<file path="src/rtl/acc_stream_driver.sv">
// acc_stream_driver: FIFO-buffered initiator that bursts words into an accumulator and returns its result
module acc_stream_driver #(
    parameter int DATA_W    = 8,
    parameter int DEPTH     = 16,
    parameter int BURST_LEN = 4,
    parameter int TIMEOUT   = 64
) (
    input  logic                     clk,
    input  logic                     rst,
    input  logic                     wr_valid,
    output logic                     wr_ready,
    input  logic [DATA_W-1:0]        wr_data,
    input  logic                     start,
    output logic                     acc_load,
    output logic [DATA_W-1:0]        acc_data,
    input  logic                     acc_done,
    input  logic [DATA_W-1:0]        acc_result,
    output logic                     res_valid,
    input  logic                     res_ready,
    output logic [DATA_W-1:0]        res_data,
    output logic                     busy,
    output logic [$clog2(DEPTH):0]   fifo_count,
    output logic                     err_underrun,
    output logic                     err_timeout
);
    localparam int AW = $clog2(DEPTH);
    localparam int CW = AW + 1;
    localparam int BW = $clog2(BURST_LEN + 1);
    localparam int TW = $clog2(TIMEOUT + 1);
    localparam logic [CW-1:0] FULL      = CW'(DEPTH);
    localparam logic [CW-1:0] BL        = CW'(BURST_LEN);
    localparam logic [BW-1:0] LAST_BEAT = BW'(BURST_LEN - 1);
    localparam logic [TW-1:0] LAST_TICK = TW'(TIMEOUT - 1);

    typedef enum logic [2:0] {IDLE, LOAD, STREAM, WAIT_DONE, RESULT} state_t;

    state_t            state, nxt;
    logic [DATA_W-1:0] mem [DEPTH];
    logic [AW-1:0]     wr_ptr, rd_ptr;
    logic [CW-1:0]     cnt_nxt;
    logic [BW-1:0]     beat;
    logic [TW-1:0]     tick;
    logic              push, pop, underrun, timeout;

    // next-state decode; outputs are registered from nxt so they line up with the state they describe
    always_comb begin
        nxt      = state;
        underrun = 1'b0;
        timeout  = 1'b0;
        case (state)
            IDLE:      if (start) begin
                           if (fifo_count >= BL) nxt = LOAD;
                           else underrun = 1'b1;
                       end
            LOAD:      nxt = STREAM;
            STREAM:    if (beat == '0) nxt = WAIT_DONE;
            WAIT_DONE: if (acc_done) nxt = RESULT;
                       else if (tick == LAST_TICK) begin
                           nxt     = IDLE;
                           timeout = 1'b1;
                       end
            RESULT:    if (res_ready) nxt = IDLE;
            default:   nxt = IDLE;
        endcase
        push    = wr_valid && wr_ready;
        pop     = nxt == STREAM;
        cnt_nxt = fifo_count + CW'(push) - CW'(pop);
    end

    // FIFO storage needs no reset: only entries below fifo_count are ever read
    always_ff @(posedge clk) begin
        if (push) mem[wr_ptr] <= wr_data;
    end

    // state, FIFO bookkeeping, burst/timeout counters and registered outputs
    always_ff @(posedge clk or posedge rst) begin
        if (rst) begin
            state        <= IDLE;
            wr_ptr       <= '0;
            rd_ptr       <= '0;
            fifo_count   <= '0;
            wr_ready     <= 1'b1;
            beat         <= '0;
            tick         <= '0;
            acc_load     <= 1'b0;
            acc_data     <= '0;
            res_valid    <= 1'b0;
            res_data     <= '0;
            busy         <= 1'b0;
            err_underrun <= 1'b0;
            err_timeout  <= 1'b0;
        end else begin
            state        <= nxt;
            wr_ptr       <= wr_ptr + AW'(push);
            rd_ptr       <= rd_ptr + AW'(pop);
            fifo_count   <= cnt_nxt;
            wr_ready     <= cnt_nxt != FULL;
            beat         <= state == STREAM ? beat - 1'b1 : LAST_BEAT;
            tick         <= state == WAIT_DONE ? tick + 1'b1 : '0;
            acc_load     <= nxt == LOAD;
            acc_data     <= pop ? mem[rd_ptr] : '0;
            res_valid    <= nxt == RESULT;
            res_data     <= (state == WAIT_DONE && acc_done) ? acc_result : res_data;
            busy         <= nxt != IDLE;
            err_underrun <= underrun;
            err_timeout  <= timeout;
        end
    end
endmodule

</file>
<file path="config.mk">
export PLATFORM = sky130hd
export DESIGN_NAME = acc_stream_driver
export DESIGN_NICKNAME = d
export VERILOG_FILES = /design/src/rtl/acc_stream_driver.sv
export SDC_FILE = /design/constraint.sdc
export NUM_CORES = 1
export LEC_CHECK = 0
export ABC_AREA = 1
export BUFFER_PORTS_ARGS = -buffer_cell sky130_fd_sc_hd__buf_2
export CELL_PAD_IN_SITES_DETAIL_PLACEMENT = 0
export CELL_PAD_IN_SITES_GLOBAL_PLACEMENT = 1
export CORE_ASPECT_RATIO = 1.2
export CORE_MARGIN = 2
export CORE_UTILIZATION = 35
export DETAILED_ROUTE_END_ITERATION = 8
export GPL_TIMING_DRIVEN = 0
export PLACE_DENSITY_LB_ADDON = 0.1
export REMOVE_ABC_BUFFERS = 1
export SKIP_CTS_REPAIR_TIMING = 1
export SYNTH_ARGS = -nofsm -noshare
export SYNTH_HDL_FRONTEND = slang
export SYNTH_SLANG_ARGS = --single-unit
</file>
<file path="constraint.sdc">
create_clock -name clk -period 2.64 [get_ports clk]
set_input_delay 0.528 -clock clk [delete_from_list [all_inputs] [get_ports clk]]
set_output_delay 0.528 -clock clk [all_outputs]
set_load 0.01 [all_outputs]
</file>
## Word-level counts from Yosys, hierarchy flattened

Memories as Yosys holds them, arrays and structs flattened.
Cells that the tools add are included.

- $add $sub $neg: 6
- Order comparisons: 1
- Equal/unequal tests: 9
- Muxes and demuxes: 18
- Reduce and logical (&&, ||, !) cells: 5

Operator list:

| kind | count |
|---|---|
| $mux 3 | 7 |
| $pmux 3 s5 | 1 |
| $eq 3x2->1 const B | 3 |
| $add 4x1->4 | 2 |
| $mux 1 | 8 |
| $mux 8 | 1 |
| $add 7x1->7 const B | 1 |
| $eq 7x6->1 const B | 1 |
| $mux 7 | 1 |
| $eq 3x1->1 const B | 2 |
| $eq 3x3->1 const B | 2 |
| $logic_not 3->1 | 2 |
| $add 5x1->5 | 1 |
| $ge 5x3->1 const B | 1 |
| $ne 5x5->1 const B | 1 |
| $sub 5x1->5 | 1 |
| $reduce_bool 3->1 | 1 |
| $sub 3x1->3 const B | 1 |
| $logic_and 1x1->1 | 2 |

- Register bits: 48
- RAM bits: 128
- Bits of input ports: 22
- Output and inout port bits: 27
- Logic and storage cells: 54
- Memories kept: 1

Memories:

| name | depth | width | read ports | clocked after Yosys merged registers in | write ports | RTL line | RTL |
|---|---|---|---|---|---|---|---|
| mem | 16 | 8 | 1 | 0 | 1 | 38 | `logic [DATA_W-1:0] mem [DEPTH];` |

## Logic depth before layout (Yosys ltp)

- Depth after elaboration: 7
- Mapped depth: 20
- Depth with buffers taken out: 20

## Worst setup path after synthesis

OpenSTA, ideal clock, no wires.

- Path kind: register -> register
- From: register tick[0]
- To: register wr_ready
- Setup time: 86 ps
- Data arrival time: 2460 ps
- Data required time: 2554 ps
- Slack: 93 ps
- Cell stages (with the launch flop): 19
- Buffers on the path: 0
- Period minus slack after synthesis: 2547 ps
- Path through: dfrtp_1 -> ha_1 -> nand2_1 -> nor2_2 -> nand2_1 -> nand2_1 -> nand4_4 -> inv_1 -> ha_1 -> inv_1 -> ha_1 -> inv_1 -> fa_1 -> inv_1 -> nand2_1 -> a21oi_1 -> o21ai_0 -> nand2_1 -> nand3_1

- Cells in the longest elaborated chain, start to end: 7

RTL lines:

| what | RTL line | RTL |
|---|---|---|
| start: declaration | 42 | `logic [TW-1:0] tick;` |
| start signal: assignment | 99 | `tick <= state == WAIT_DONE ? tick + 1'b1 : '0;` |
| $eq 7x6->1 | 58 | `else if (tick == LAST_TICK) begin` |
| $mux 3 | 58 |  |
| $mux 3 | 57 | `WAIT_DONE: if (acc_done) nxt = RESULT;` |
| $pmux 3 s5 | 50 | `case (state)` |
| $eq 3x2->1 | 66 | `pop = nxt == STREAM;` |
| $sub 5x1->5 | 67 | `cnt_nxt = fifo_count + CW'(push) - CW'(pop);` |
| net cnt_nxt[4] | 40 | `logic [CW-1:0] cnt_nxt;` |
| $ne 5x5->1 | 97 | `wr_ready <= cnt_nxt != FULL;` |
| end signal: assignment | 82 | `wr_ready <= 1'b1;` |
| end signal: assignment | 97 |  |
| end: declaration | 11 | `output logic wr_ready,` |

The timed path passes the listed nets, and every way through them passes these cells.
A chain may end at the register's enable or synchronous reset.

## Worst setup path after layout

- From: register tick[1]
- To: register wr_ready

The elaborated chain is that of the path after synthesis.

==> implementation parameters <==
Parameter                              Value

Route
  Via-to-Cell Ratio    4.82
  First-iteration detailed-routing DRC count    329
  Length of the first detailed-routing pass in iterations    5
  Total via count after detailed routing    4612
  DRC    0
  Wire length per cell after detailed routing    18.0 um
  Remaining antenna violation count after routing    0
  WL final    17.2 mm

CTS
  TritonCTS Buffers    17
  Maximum level of the CTS H-tree    4
  Clock root buffer master    sky130_fd_sc_hd__clkbuf_16
  Maximum number of buffers from clock root to sink    2
  Number of sinks driven by the clock tree    176
  Source-to-sink clock delay at the later pin of the worst-skew pair    0.43 ns
  Clock-pin slew on the worst setup and hold paths    0.07 ns
  TritonCTS clock tree    built

Placed design
  Number of buffers inserted by port buffering    48
  Weighted congestion at the end of routability-driven global placement    0.721
  Dpl hpwl    10.3 mm
  Pre-CTS worst setup slack    -0.418 ns

Worst setup path
  Startpoint type of the worst setup path    flip-flop
  Data required, critical path    2.99 ns
  Peak fanout along the critical path    4
  Critical path class    reg -> reg
  Worst path arrival time    2.83 ns
  Type of element capturing the critical path    flip-flop

Timing
  Worst Setup Slack, final    0.155 ns
  Setup violations, final    0
  Worst hold slack across all endpoints    0.0201 ns
  Clock skew after layout    0.00921 ns
  Unrepaired setup endpoints after global routing    true
  Worst-margin pin slew    0.882 ns
  F_max    0.402 GHz
  Hold Fails Final Rpt    0
  Final-layout setup total negative slack    0 ns
  Final critical delay including setup and external delays    2.48 ns
  Part of the cycle the worst path needs    0.941
  Slew HR    0.410
  Count of pins over their slew limit    0

Global route
  Global-route congestion overflow total    0
  Global-route wire length before repair    26.4 mm
  Overall routing resource usage    0.164
  Initial antenna violation count    0
  Via count of the first global-routing pass    4621
  Maximum number of pins on one net before global-route repair    65

Min path
  Hold Crit Class    in -> async

Die
  Die Footprint    21900 um^2
  Vertical extent of the die    162 um
  Starting Density    0.358
  I/O pin cnt    49
  # rows    57
  Placeable core region    20300 um^2
  Width of the chip    135 um

Logic synthesis
  Syn avg cell area    11.6 um^2
  Register area share after synthesis    0.697
  Largest area contributor in the netlist    sky130_fd_sc_hd__edfxtp_1
  Most instantiated flip-flop cell in the synthesis netlist    sky130_fd_sc_hd__edfxtp_1
  Unique cell type count in the Yosys netlist    25
  EDFF count, synth    128
  Leading cell types by total area after synthesis    sky130_fd_sc_hd__edfxtp_1 53%, sky130_fd_sc_hd__dfrtp_1 16%, sky130_fd_sc_hd__nand2_1 8.8%
  Share of async-settable or async-resettable flops after synthesis    0.273
  Cell with the most instances after synthesis    sky130_fd_sc_hd__nand2_1
  Total number of yosys warnings    0
  Top cell type's share of synthesized area    0.531
  Synth cell count leaders    170 x sky130_fd_sc_hd__nand2_1, 128 x sky130_fd_sc_hd__edfxtp_1, 118 x sky130_fd_sc_hd__nand3_1
  #FFs+latches synth    176
  Total standard cell area after synthesis    7240 um^2
  Synth Instances    624

Run
  Max capacitance violation total    0

Pwr
  Worst IR Drop VDD    0.574 mV
  Total leakage power    0.00340 uW
  Overall power consumption    9520 uW
  Power per unit of standard cell area    1130 nW/um^2

Finish
  Net count of the finished layout    715
  Ant diodes    0
  Area added between synthesis and finish    16.3%
  Fraction of final layout cells sized beyond drive strength 1    0.199
  Number of inserted filler cells in the final layout    1989

Outcome
  Status    finished, final reports clean
[stage by stage]
stage	instances	cell area, um^2	util
global placement	913	7650	0.378
global route	957	8420	0.416
detailed placement	915	7690	0.380
floorplan	600	7080	-
CTS	947	8210	0.406
finish	957	8420	0.416
[critical path, stage by stage (launching register included)]
cell and delay, ns:
sky130_fd_sc_hd__dfrtp_1 0.37, sky130_fd_sc_hd__ha_2 0.20, sky130_fd_sc_hd__nand2_2 0.08, sky130_fd_sc_hd__nor2_4 0.15, sky130_fd_sc_hd__nand2_4 0.08, sky130_fd_sc_hd__nand2_4 0.08, sky130_fd_sc_hd__nand4_4 0.08, sky130_fd_sc_hd__inv_2 0.09
sky130_fd_sc_hd__ha_4 0.20, sky130_fd_sc_hd__inv_4 0.05, sky130_fd_sc_hd__ha_4 0.12, sky130_fd_sc_hd__inv_2 0.04, sky130_fd_sc_hd__fa_2 0.37, sky130_fd_sc_hd__inv_2 0.06, sky130_fd_sc_hd__nand2_2 0.04, sky130_fd_sc_hd__a21oi_2 0.16
sky130_fd_sc_hd__o21ai_1 0.10, sky130_fd_sc_hd__nand2_2 0.08, sky130_fd_sc_hd__nand3_2 0.06
[report_power, final]
group | leakage [uW] | internal [uW] | switching, uW
clock | 0.000240 | 1200 | 1060
combinational | 0.00140 | 1170 | 2130
sequential | 0.00175 | 3470 | 486
total | 0.00340 | 5840 | 3680
[layer usage]
layer	global-route usage	part of all wire
met1	0.214	0.45
met5	0	0
met3	0.0402	0.042
met2	0.270	0.50
met4	0.0549	0.015
[placed cells by master, fill, tap and decap left out, types with 5 or more instances in the layout]
master	instances
sky130_fd_sc_hd__nand2_1	162
sky130_fd_sc_hd__nand3_1	117
sky130_fd_sc_hd__xor2_1	5
sky130_fd_sc_hd__ha_1	8
sky130_fd_sc_hd__inv_1	32
sky130_fd_sc_hd__edfxtp_1	128
sky130_fd_sc_hd__buf_2	48
sky130_fd_sc_hd__mux2_2	8
sky130_fd_sc_hd__inv_2	9
sky130_fd_sc_hd__buf_4	9
sky130_fd_sc_hd__clkbuf_16	17
sky130_fd_sc_hd__clkinvlp_4	7
sky130_fd_sc_hd__dfrtp_1	42
sky130_fd_sc_hd__nand2_2	5
sky130_fd_sc_hd__nor2_1	41
[final cells by class]
type                    count  area [um^2]  share of cell area
flip-flops and latches    176         5050               0.600
inverters                  45          178              0.0211
well taps                 265          332              0.0394
clock inverters            14         91.3              0.0108
repair buffers             59          348              0.0413
repair inverters            1         7.51            0.000891
clock buffers              18          429              0.0510
multi-input cells         379         1980               0.235
[cells by family (layout without fill, tap and decap cells)]
kind of cell | count (synthesis) | in the layout | synth area share
buffers and inverters | 69 | 137 | 0.0459
DFF | 176 | 176 | 0.697
adders and majority gates | 14 | 14 | 0.0252
and+or+nand+nor | 344 | 344 | 0.207
AOI/OAI and AO/OA | 6 | 6 | 0.00415
xor gates and xnor gates | 7 | 7 | 0.00846
muxes | 8 | 8 | 0.0124
[registers in the layout (all words and copies together), names as in the netlist]
| name | cells |
|---|---|
| tick | 7 |
| acc_data | 8 |
| mem | 128 |
| rd_ptr | 4 |
| beat | 3 |
| err_underrun | 1 |
| fifo_count | 5 |
| wr_ptr | 4 |
| busy | 1 |
| state | 3 |
| res_data | 8 |
| wr_ready | 1 |
| err_timeout | 1 |
| acc_load | 1 |
| res_valid | 1 |
[worst paths after layout]
check	slack, ns	from	endpoint	cells past startpoint
min reg2reg	0.44	beat[0]	beat[0]	1
max in group asynchronous	2.07	rst	wr_ready	3
min in group clk	0.32	acc_done	err_timeout	2
min	0.02	rst	res_data[7]	2
max	0.16	tick[1]	wr_ready	18
max reg2reg	0.16	tick[1]	wr_ready	18
Power figures use the tool's default switching activity.
